--- src/rtl/nmcu_lane_dispatcher.sv ---
// Dispatches CPU instructions round-robin to compute lanes. Responses are
// returned to the CPU in acceptance order through a registered output stage.
module nmcu_lane_dispatcher #(
    parameter int unsigned NUM_LANES   = 4,
    parameter int unsigned INSTR_WIDTH = 64,
    parameter int unsigned RESP_WIDTH  = 64,
    parameter int unsigned ORDER_DEPTH = 8
) (
    input  logic                            clk,
    input  logic                            rst_n,
    input  logic                            cpu_instr_valid,
    input  logic [INSTR_WIDTH-1:0]          cpu_instruction,
    output logic                            cpu_instr_ready,
    output logic [NUM_LANES-1:0]            lane_cmd_valid_o,
    output logic [INSTR_WIDTH-1:0]          lane_cmd_o,
    input  logic [NUM_LANES-1:0]            lane_cmd_ready_i,
    input  logic [NUM_LANES-1:0]            lane_resp_valid_i,
    input  logic [NUM_LANES*RESP_WIDTH-1:0] lane_resp_i,
    output logic [NUM_LANES-1:0]            lane_resp_ready_o,
    output logic                            nmcu_resp_valid_o,
    input  logic                            nmcu_resp_ready_i,
    output logic [RESP_WIDTH-1:0]           nmcu_response_o,
    output logic [$clog2(ORDER_DEPTH+1)-1:0] outstanding_o,
    output logic                            protocol_err_o
);

    localparam int unsigned LW = (NUM_LANES > 1) ? $clog2(NUM_LANES) : 1;
    localparam int unsigned PW = (ORDER_DEPTH > 1) ? $clog2(ORDER_DEPTH) : 1;
    localparam int unsigned CW = $clog2(ORDER_DEPTH + 1);

    typedef enum logic [0:0] {StIdle, StIssue} state_e;

    state_e                 state_q, state_d;
    logic [NUM_LANES-1:0]   busy_q, busy_d;
    logic [LW-1:0]          rr_ptr_q;
    logic [LW-1:0]          sel_q;
    logic [INSTR_WIDTH-1:0] instr_q;
    logic                   run_q;
    logic [LW-1:0]          order_mem [ORDER_DEPTH];
    logic [PW-1:0]          wr_ptr_q, rd_ptr_q;
    logic [CW-1:0]          count_q;
    logic                   resp_valid_q;
    logic [RESP_WIDTH-1:0]  resp_q;
    logic                   err_q;

    logic                   free_found;
    logic [LW-1:0]          free_idx;
    logic [LW-1:0]          rr_next;
    logic                   accept;
    logic                   cmd_fire;
    logic [LW-1:0]          head;
    logic                   fifo_nonempty;
    logic                   out_free;
    logic                   resp_fire;
    logic [RESP_WIDTH-1:0]  head_resp;
    logic                   idle_resp;

    // First free lane at or above rr_ptr, wrapping around.
    always_comb begin
        free_found = 1'b0;
        free_idx   = '0;
        for (int unsigned i = 0; i < NUM_LANES; i++) begin
            if (!free_found && !busy_q[(32'(rr_ptr_q) + i) % NUM_LANES]) begin
                free_found = 1'b1;
                free_idx   = LW'((32'(rr_ptr_q) + i) % NUM_LANES);
            end
        end
    end

    // Handshake decode, order-FIFO head and output-stage availability.
    always_comb begin
        rr_next         = LW'((32'(free_idx) + 1) % NUM_LANES);
        // run_q holds ready low until the first edge after reset release.
        cpu_instr_ready = run_q && (state_q == StIdle) && (count_q < CW'(ORDER_DEPTH)) &&
                          free_found;
        accept          = cpu_instr_ready && cpu_instr_valid;
        cmd_fire        = (state_q == StIssue) && lane_cmd_ready_i[sel_q];
        head            = order_mem[rd_ptr_q];
        fifo_nonempty   = (count_q != '0);
        out_free        = !resp_valid_q || nmcu_resp_ready_i;
        resp_fire       = fifo_nonempty && out_free && lane_resp_valid_i[head];
        head_resp       = lane_resp_i[32'(head)*RESP_WIDTH +: RESP_WIDTH];
        idle_resp       = |(lane_resp_valid_i & ~busy_q);
        lane_resp_ready_o = (fifo_nonempty && out_free) ? (NUM_LANES'(1) << head) : '0;
        lane_cmd_valid_o  = (state_q == StIssue) ? (NUM_LANES'(1) << sel_q) : '0;
        lane_cmd_o        = instr_q;
        nmcu_resp_valid_o = resp_valid_q;
        nmcu_response_o   = resp_q;
        outstanding_o     = count_q;
        protocol_err_o    = err_q;
    end

    // Next-state logic for the issue FSM and lane busy bits.
    always_comb begin
        state_d = state_q;
        busy_d  = busy_q;
        unique case (state_q)
            StIdle:  if (accept) state_d = StIssue;
            StIssue: if (cmd_fire) state_d = StIdle;
            default: state_d = StIdle;
        endcase
        // Freed and newly claimed lanes are always distinct: only free lanes are claimed.
        if (resp_fire) busy_d[head] = 1'b0;
        if (accept) busy_d[free_idx] = 1'b1;
    end

    // Control state, order FIFO and registered response stage.
    always_ff @(posedge clk or negedge rst_n) begin
        if (!rst_n) begin
            state_q      <= StIdle;
            busy_q       <= '0;
            rr_ptr_q     <= '0;
            sel_q        <= '0;
            instr_q      <= '0;
            run_q        <= 1'b0;
            wr_ptr_q     <= '0;
            rd_ptr_q     <= '0;
            count_q      <= '0;
            resp_valid_q <= 1'b0;
            resp_q       <= '0;
            err_q        <= 1'b0;
            for (int unsigned i = 0; i < ORDER_DEPTH; i++) order_mem[i] <= '0;
        end else begin
            run_q   <= 1'b1;
            state_q <= state_d;
            busy_q  <= busy_d;
            if (accept) begin
                instr_q             <= cpu_instruction;
                sel_q               <= free_idx;
                rr_ptr_q            <= rr_next;
                order_mem[wr_ptr_q] <= free_idx;
                wr_ptr_q            <= PW'((32'(wr_ptr_q) + 1) % ORDER_DEPTH);
            end
            if (resp_fire) begin
                rd_ptr_q <= PW'((32'(rd_ptr_q) + 1) % ORDER_DEPTH);
            end
            if (accept && !resp_fire) begin
                count_q <= count_q + CW'(1);
            end else if (!accept && resp_fire) begin
                count_q <= count_q - CW'(1);
            end
            if (resp_fire) begin
                resp_valid_q <= 1'b1;
                resp_q       <= head_resp;
            end else if (nmcu_resp_ready_i) begin
                resp_valid_q <= 1'b0;
            end
            if (idle_resp) err_q <= 1'b1;
        end
    end

endmodule

--- config.mk ---
export PLATFORM = sky130hd
export DESIGN_NAME = nmcu_lane_dispatcher
export DESIGN_NICKNAME = d
export VERILOG_FILES = /design/src/rtl/nmcu_lane_dispatcher.sv
export SDC_FILE = /design/constraint.sdc
export NUM_CORES = 1
export LEC_CHECK = 0
export ABC_AREA = 1
export CORE_AREA = 2 2 187 189
export DETAILED_ROUTE_END_ITERATION = 7
export DIE_AREA = 0 0 189 191
export HOLD_SLACK_MARGIN = 0.12
export SLEW_MARGIN = 10
export SYNTH_ARGS = -nofsm -noshare
export SYNTH_HDL_FRONTEND = slang
export SYNTH_SLANG_ARGS = --single-unit
--- constraint.sdc ---
create_clock -name clk -period 3.4 [get_ports clk]
set_input_delay 0.68 -clock clk [delete_from_list [all_inputs] [get_ports clk]]
set_output_delay 0.68 -clock clk [all_outputs]
set_load 0.05 [all_outputs]
==> qor.csv, run 1 <==
metric;value;unit
fin_cells;2380;
die-area;36100;sq um
path_clk_slew;0.07;ns
synth.avg_cell_area;6.53;sq um
r2r_cells;17;
arrival;2.39;ns
io_pins;475;
cp_max_fo;10;
setup_viol;0;
layout.nets;2246;
antenna_found_initial;9;
htreeDepth;4;
initialDrtViolationCount;559;
hold_viol;0;
synthCells;1480;
synth_warnings;0;
cap_violations;0;
die_h;191;um
grt.total_usage;0.211;
clkSinkCount;166;
final_util;0.450;
worstSkewPairLatency;0.44;ns
min_path_type;flip-flop to flip-flop;
grt_remaining_overflow;0;
first_pass_iters;5;
clk_path_buf_depth;2;
drt-total-wl;39.1;mm
status;finished, final reports clean;
area_delta_synth_final;58.6;%
setup_tns;0;ns
ant_nets;0;
hold_start;lane_cmd_o[34];
core_area;34100;sq um
initial_core_util;0.283;
fin_crit_sh;0.902;
seq_area_frac_synth;0.430;
p_leak;7.78;nW
die_w;189;um
cp-end-kind;output port;
synth-seq-cells;166;
cts_tree;yes;
grt_setup_unrepaired;false;
slew_headroom;0.411;
hpwl;28.5;mm
vias;10651;
post_drt_wl_per_cell;16.4;um
place_inst;2339;
place.gp.congestion;0.850;
skew;0.0130;ns
grt_pass1_vias;10363;
ys_types;35;
layout-drive-gt1-share;0.0365;
finalInstanceArea;15300;sq um
start_kind;flip-flop;
worstMarginPinSlew;0.884;ns
yosys.area.top_type;dfrtp_1;
io_buffer_count;474;
final_max_slew_viol_count;0;
worstReg2RegStart;rr_ptr_q[0];
period_minus_slack;3.07;ns
syn_area;9670;sq um
rows;68;
reg2reg_to;outstanding_o[3];
fmax;0.326;GHz
reg2reg_slack;0.34;ns
detailed_place.area;14700;sq um
viasPerCell;4.48;
worstPathRequired;2.72;ns
drc;0;
synth.area.top_cells;dfrtp_1, nand2_1, nand3_1, buf_2, inv_1;
peakVddDrop;1.51;mV
cts_buffers;17;
power;18.6;mW
holdPathEnd;lane_cmd_o[34];
synth_nets;1822;
criticalPathCategory;flip-flop to output port;
power.density;1210;nW/um^2
worstHoldPathCells;2;
clock-root-buffer;clkbuf_16;
grt_max_degree;130;
synth_top_cell_area_share;0.430;
grt_pass1_wl;59.5;mm
critical path, stage by stage, from the launching register on:
cell           delay [ns]
dfrtp_2              0.48
xnor2_1              0.30
nand2_1              0.15
nand2_2              0.13
nand2_2              0.07
nor2_4               0.13
nand2_4              0.10
nand2_4              0.11
inv_4                0.05
dlygate4sd2_1        0.43
power breakdown:
part | leakage, nW | total [mW] | switching (mW) | internal, mW
clock network | 0.286 | 1.95 | 0.965 | 0.986
logic | 5.42 | 13.1 | 9.01 | 4.05
registers | 2.08 | 3.60 | 0.648 | 2.95
per-stage QoR:
step                setup WS [ns]  hold WS (ns)
floorplan                   0.323         0.384
global placement            0.349         0.453
detailed placement          0.317         0.458
CTS                         0.254         0.477
global route               0.0227         0.487
finish                      0.334         0.474
synthesized netlist by cell type (all sizes together):
library cell  instances
nand2               996
dfrtp               166
nand3                88
buf                  66
inv                  46
o21ai                30
nor2                 19
clkbuf               18
nor3                 12
nand4                11
ha                    9
xnor2                 4
xor2                  4
a211oi                2
a22oi                 1
a31oi                 1
and2                  1
and3                  1
conb                  1
fa                    1
o21a                  1
o221ai                1
o41ai                 1
state kept, by name (all words and copies together), names as in the netlist:
register	cells
state_q	1
lane_cmd_o	64
busy_q	4
outstanding_o	4
protocol_err_o	1
rr_ptr_q	2
rd_ptr_q	3
wr_ptr_q	3
sel_q	2
order_mem	16
nmcu_resp_valid_o	1
run_q	1
nmcu_response_o	64
kinds of logic (layout without fill, tap and decap cells):
family                   after synthesis  count (layout)  share of synthesized area
buffers and inverters                130             567                     0.0675
AND/OR/NAND/NOR                     1128            1128                      0.460
XOR/XNOR                               8               8                    0.00724
other                                  1               9                   0.000388
AO/OA/AOI/OAI                         37              37                     0.0211
flip-flops                           166             166                      0.430
adder cells (fa/ha/maj)               10              10                     0.0137
layout by cell type (no fill, tap or decap), types with 2 or more instances in the layout:
master,n
clkinv_8,3
nand2_4,3
ha_1,9
inv_1,41
inv_2,2
inv_6,2
nor2_1,17
dfrtp_2,2
diode_2,8
nand4_1,11
o21ai_1,5
clkbuf_16,17
xnor2_1,4
nor3_1,12
inv_4,3
inv_8,5
a211oi_1,2
nand3_1,87
dfrtp_1,164
nor2_4,2
xor2_1,4
nand2_1,989
buf_4,10
o21ai_0,25
buf_12,8
nand2_2,3
clkdlybuf4s50_1,468
clkinv_4,3
worst max-delay path by stage:
stage | start | end | slack [ns] | cells past startpoint
after global placement | lane_resp_valid_i[3] | outstanding_o[3] | 0.35 | 15
final | rr_ptr_q[0] | cpu_instr_ready | 0.33 | 9
after detailed placement | lane_resp_valid_i[3] | outstanding_o[3] | 0.32 | 15
after CTS | rr_ptr_q[0] | cpu_instr_ready | 0.25 | 11
after floorplan | rd_ptr_q[0] | lane_resp_ready_o[0] | 0.32 | 10
after global routing | rd_ptr_q[0] | outstanding_o[3] | 0.02 | 18
cell type report:
class	instances	area (sq um)
Fill cell	3496	18800
Timing Repair Buffer	489	4950
Multi-Input combinational cell	1184	4880
Sequential cell	166	4160
Tap cell	455	569
Clock buffer	17	425
Inverter	46	180
Clock inverter	15	161
Antenna cell	8	20.0
metal layers:
layer	share of wire	track usage
met5	0.00033	0
met2	0.47	0.344
met3	0.084	0.0630
met4	0.031	0.0853
met1	0.41	0.261
what timing repair did:
| action | in CTS | in global routing |
|---|---|---|
| hold buffers | 1 | 0 |
| endpoints found under the hold margin | 25 | 0 |
| endpoints found under the setup margin | 1 | 1 |
| buffers inserted | 0 | 0 |
| gates cloned | 0 | 0 |
| pin swaps | 0 | 0 |
| resized for setup | 1 | 2 |
Power figures use the tool's default switching activity.
==> run 2, diff against run 1 <==
--- a/config.mk
+++ b/config.mk
@@ -6,10 +6,13 @@
 export NUM_CORES = 1
 export LEC_CHECK = 0
 export ABC_AREA = 1
-export CORE_AREA = 2 2 187 189
+export CELL_PAD_IN_SITES_DETAIL_PLACEMENT = 0
+export CELL_PAD_IN_SITES_GLOBAL_PLACEMENT = 1
+export CORE_MARGIN = 2
+export CORE_UTILIZATION = 27
 export DETAILED_ROUTE_END_ITERATION = 7
-export DIE_AREA = 0 0 189 191
 export HOLD_SLACK_MARGIN = 0.12
+export PLACE_DENSITY_LB_ADDON = 0.1
 export SLEW_MARGIN = 10
 export SYNTH_ARGS = -nofsm -noshare
 export SYNTH_HDL_FRONTEND = slang
==> qor.csv, run 2 (synthesis results as in run 1) <==
metric;value;unit
status;finished, final reports clean;
drc;0;
grt_max_degree;129;
io_pins;475;
worstSkewPairLatency;0.43;ns
layout_commonest_cell;nand2_1;
seq_area;4150;sq um
setup_viol;0;
use_met3;0.0558;
grt_remaining_overflow;0;
peakVddDrop;0.815;mV
worstMarginPinSlew;0.828;ns
grt_pass1_wl;62.5;mm
cts_buffers;17;
path_clk_slew;0.07;ns
layout_setup_ws;0.387;ns
area_delta_synth_final;58.3;%
die_w;193;um
worstPathCellList;inv_4 > nand2_1 > nand3_1 > nand3_1 > nand2_2 > inv_2 > buf_6 > nor3_1 > buf_12;
clk_path_buf_depth;2;
crit_slowest_cell;dfrtp_1;
skew;0.0106;ns
final_max_slew_viol_count;0;
io_buffer_count;474;
slew_headroom;0.448;
initial_core_util;0.273;
grt_setup_unrepaired;false;
multi_input_area;4880;sq um
period_minus_slack;3.01;ns
die_h;193;um
antenna_found_initial;7;
initialDrtViolationCount;532;
place.gp.congestion;0.808;
cts_setup_buffers;0;
layout-drive-gt1-share;0.0375;
cp_max_fo;65;
swShare;0.570;
arrival;2.33;ns
viasPerCell;4.38;
cp_top_family;buffers and inverters;
ctsHoldBuffers;0;
drt-total-wl;39.8;mm
intPower;7.97;mW
fin_hold_ws;0.242;ns
htreeDepth;4;
clkPwrFrac;0.098;
die-area;37300;sq um
path_common_cell;nand3_1;
start_kind;flip-flop;
hold_viol;0;
cts_tree;yes;
p_leak;7.78;nW
cap_violations;0;
crit_buf_inv;4;
worstPathRequired;2.72;ns
grt_busiest_layer;met2;
grtUsageMet1;0.264;
clock-root-buffer;clkbuf_16;
post_cts_resized;0;
post_drt_wl_per_cell;16.7;um
ant_nets;0;
setup_tns;0;ns
finalInstanceArea;15300;sq um
first_pass_iters;5;
min_path_type;input pin to asynchronous set/reset pin;
max_stage_delay;0.58;ns
power_switching;10.6;mW
rows;69;
final_util;0.432;
detailed_place.area;14700;sq um
comb_power_share;0.711;
power.density;1210;nW/um^2
layout.nets;2248;
nFillCells;3743;
criticalPathCategory;flip-flop to output port;
grt_pass1_vias;10596;
cp-end-kind;output port;
fmax;0.332;GHz
hpwl;29.2;mm
place_ws;0.302;ns
layout_common_cells;nand2_1, clkdlybuf4s50_1, dfrtp_1;
grt_use_met2;0.352;
seq_power_share;0.191;
clkSinkCount;166;
vias;10460;
fin_crit_sh;0.886;
core_area;35400;sq um
grt.total_usage;0.212;
[run 2: per-layer routing]
metal  wire [um]  vias up
met5           0        -
met4        1090        0
met3        2500       46
met2       19100      307
met1       17100     4728
li1            -     5379
[run 2: worst paths after layout]
kind | from | end | slack, ns | cells after the start
worst min-delay path | rst_n | lane_cmd_o[24] | 0.24 | 1
worst min register to register | lane_cmd_o[37] | lane_cmd_o[37] | 0.47 | 2
min in group clk | lane_cmd_o[37] | lane_cmd_o[37] | 0.47 | 2
max in group asynchronous | rst_n | lane_cmd_o[30] | 2.39 | 2
worst max register to register | rr_ptr_q[0] | outstanding_o[3] | 0.40 | 17
worst max-delay path | rd_ptr_q[0] | lane_resp_ready_o[1] | 0.39 | 9
[run 2: layout make-up]
type	instances	share of cell area
Sequential cell	166	0.271
Clock buffer	17	0.0278
Inverter	46	0.0118
Clock inverter	15	0.00703
Antenna cell	7	0.00114
Timing Repair Buffer	491	0.324
Tap cell	461	0.0377
Multi-Input combinational cell	1184	0.319
[run 2: worst register-to-register path, delay by kind of cell (launching register included)]
family | cells | cell delay [ns]
DFF | 1 | 0.49
buffers and inverters | 1 | 0.12
adders and majority gates | 2 | 0.50
xor gates and xnor gates | 2 | 0.46
AOI/OAI and AO/OA | 1 | 0.24
and+or+nand+nor | 11 | 1.07
[run 2: power groups by stage]
stage / registers, mW / clock network [mW] / logic, mW
after floorplan: 6.02 / 0 / 6.58
after global placement: 3.54 / 0 / 13.3
after detailed placement: 3.57 / 0 / 13.4
after CTS: 3.55 / 1.88 / 13.4
after global routing: 3.68 / 1.96 / 14.6
final: 3.54 / 1.81 / 13.2
[run 2: per-stage QoR]
stage,cells,total power [mW]
floorplan,1480,12.6
global placement,2348,16.9
detailed placement,2348,16.9
CTS,2380,18.8
global route,2386,20.3
finish,2387,18.5
==> run 3, diff against run 2 <==
--- a/config.mk
+++ b/config.mk
@@ -13,6 +13,7 @@
 export DETAILED_ROUTE_END_ITERATION = 7
 export HOLD_SLACK_MARGIN = 0.12
 export PLACE_DENSITY_LB_ADDON = 0.1
+export REMOVE_ABC_BUFFERS = 1
 export SLEW_MARGIN = 10
 export SYNTH_ARGS = -nofsm -noshare
 export SYNTH_HDL_FRONTEND = slang
==> qor.csv, run 3 (synthesis results as in run 1) <==
metric;value;unit
skew;0.0145;ns
clkSinkCount;166;
hpwl;28.6;mm
detailed_place.area;14800;sq um
grt_setup_unrepaired;false;
io_pins;475;
period_minus_slack;3.14;ns
final_max_slew_viol_count;0;
cts_setup_buffers;0;
initial_core_util;0.273;
clock-root-buffer;clkbuf_16;
grt_pass1_wl;61.1;mm
cp-end-kind;output port;
drc;0;
first_pass_iters;5;
worstMarginPinSlew;0.857;ns
cp_max_fo;37;
area_delta_synth_final;58.9;%
die-area;37300;sq um
criticalPathCategory;flip-flop to output port;
crit_slowest_cell;dfrtp_1;
grt_remaining_overflow;0;
start_kind;flip-flop;
die_h;193;um
htreeDepth;4;
fin_crit_sh;0.924;
slew_headroom;0.429;
grt.total_usage;0.208;
arrival;2.46;ns
antenna_found_initial;7;
ant_nets;0;
setup_tns;0;ns
layout-drive-gt1-share;0.0375;
p_leak;7.80;nW
fmax;0.318;GHz
vias;10444;
io_buffer_count;474;
worstPathRequired;2.72;ns
cts_tree;yes;
post_cts_resized;1;
grt_pass1_vias;10663;
layout.nets;2249;
path_clk_slew;0.07;ns
worstSkewPairLatency;0.44;ns
core_area;35400;sq um
ctsHoldBuffers;0;
layout_common_cells;nand2_1, clkdlybuf4s50_1, dfrtp_1;
status;finished, final reports clean;
drt-total-wl;39.1;mm
max_stage_delay;0.52;ns
min_path_type;input pin to asynchronous set/reset pin;
power.density;1210;nW/um^2
clk_path_buf_depth;2;
finalInstanceArea;15400;sq um
post_drt_wl_per_cell;16.4;um
worstPathCellList;inv_4 > nand2_1 > nand3_1 > nand3_1 > nand2_2 > inv_2 > buf_4 > nor3_1 > buf_12;
initialDrtViolationCount;484;
peakVddDrop;1.92;mV
setup_viol;0;
grt_max_degree;132;
fin_hold_ws;0.160;ns
cap_violations;0;
viasPerCell;4.37;
hold_viol;0;
layout_commonest_cell;nand2_1;
rows;69;
path_common_cell;nand3_1;
die_w;193;um
cts_buffers;17;
place.gp.congestion;0.825;
-- run 3: cell count changes in the layout (fill, tap and decap cells not counted), moves of 2 or more --
| cell | before | now |
|---|---|---|
| buf_4 | 12 | 14 |
| clkinv_8 | 0 | 3 |
| inv_8 | 1 | 5 |
| clkinvlp_4 | 3 | 1 |
| buf_6 | 3 | 1 |
| clkinv_2 | 6 | 1 |
-- run 3: worst max-delay path: cells and delay by family, from the launching register on --
family	cells	cell delay (ns)
buffers and inverters	4	0.68
flip-flops	1	0.52
AND/OR/NAND/NOR	5	0.83
-- run 3: path summary, 6_finish.rpt --
kind                                start                    to  slack [ns]  depth (start not counted)
max                           rd_ptr_q[0]  lane_resp_ready_o[0]        0.26                          9
min                                 rst_n    nmcu_response_o[5]        0.16                          1
max reg2reg                   rr_ptr_q[0]      outstanding_o[3]        0.43                         17
min reg2reg                lane_cmd_o[31]        lane_cmd_o[31]        0.47                          2
max in group asynchronous           rst_n   nmcu_response_o[13]        2.40                          2
min in group clk           lane_cmd_o[31]        lane_cmd_o[31]        0.47                          2
-- run 3: per-layer routing --
metal / vias up / part of all wire / GRT usage
li1: 5379 / - / -
met1: 4742 / 0.41 / 0.240
met2: 277 / 0.50 / 0.371
met3: 46 / 0.057 / 0.0540
met4: 0 / 0.029 / 0.0729
met5: - / 0 / 0
-- run 3: cell type report --
cell class              count  area, sq um
inverters                  46          180
flip-flops and latches    166         4150
diodes                      7         17.5
repair buffers            492         4970
clock inverters            15          161
fillers                  3728        20000
clock buffers              17          425
multi-input cells        1184         4880
well taps                 461          577
-- run 3: power breakdown --
group,total (mW),internal (mW),switching [mW]
clock,1.96,0.987,0.972
combinational,13.1,4.10,9.04
sequential,3.55,2.95,0.597
-- run 3: stage by stage --
step	total power [mW]	utilization	setup slack [ns]	std cells
2_1_floorplan	12.1	-	-2.46	1396
3_3_place_gp	16.9	0.417	0.377	2349
3_5_place_dp	17.0	0.417	0.343	2349
4_1_cts	19.0	0.434	0.223	2381
5_1_grt	20.3	0.434	0.0861	2387
6_report	18.6	0.434	0.259	2388
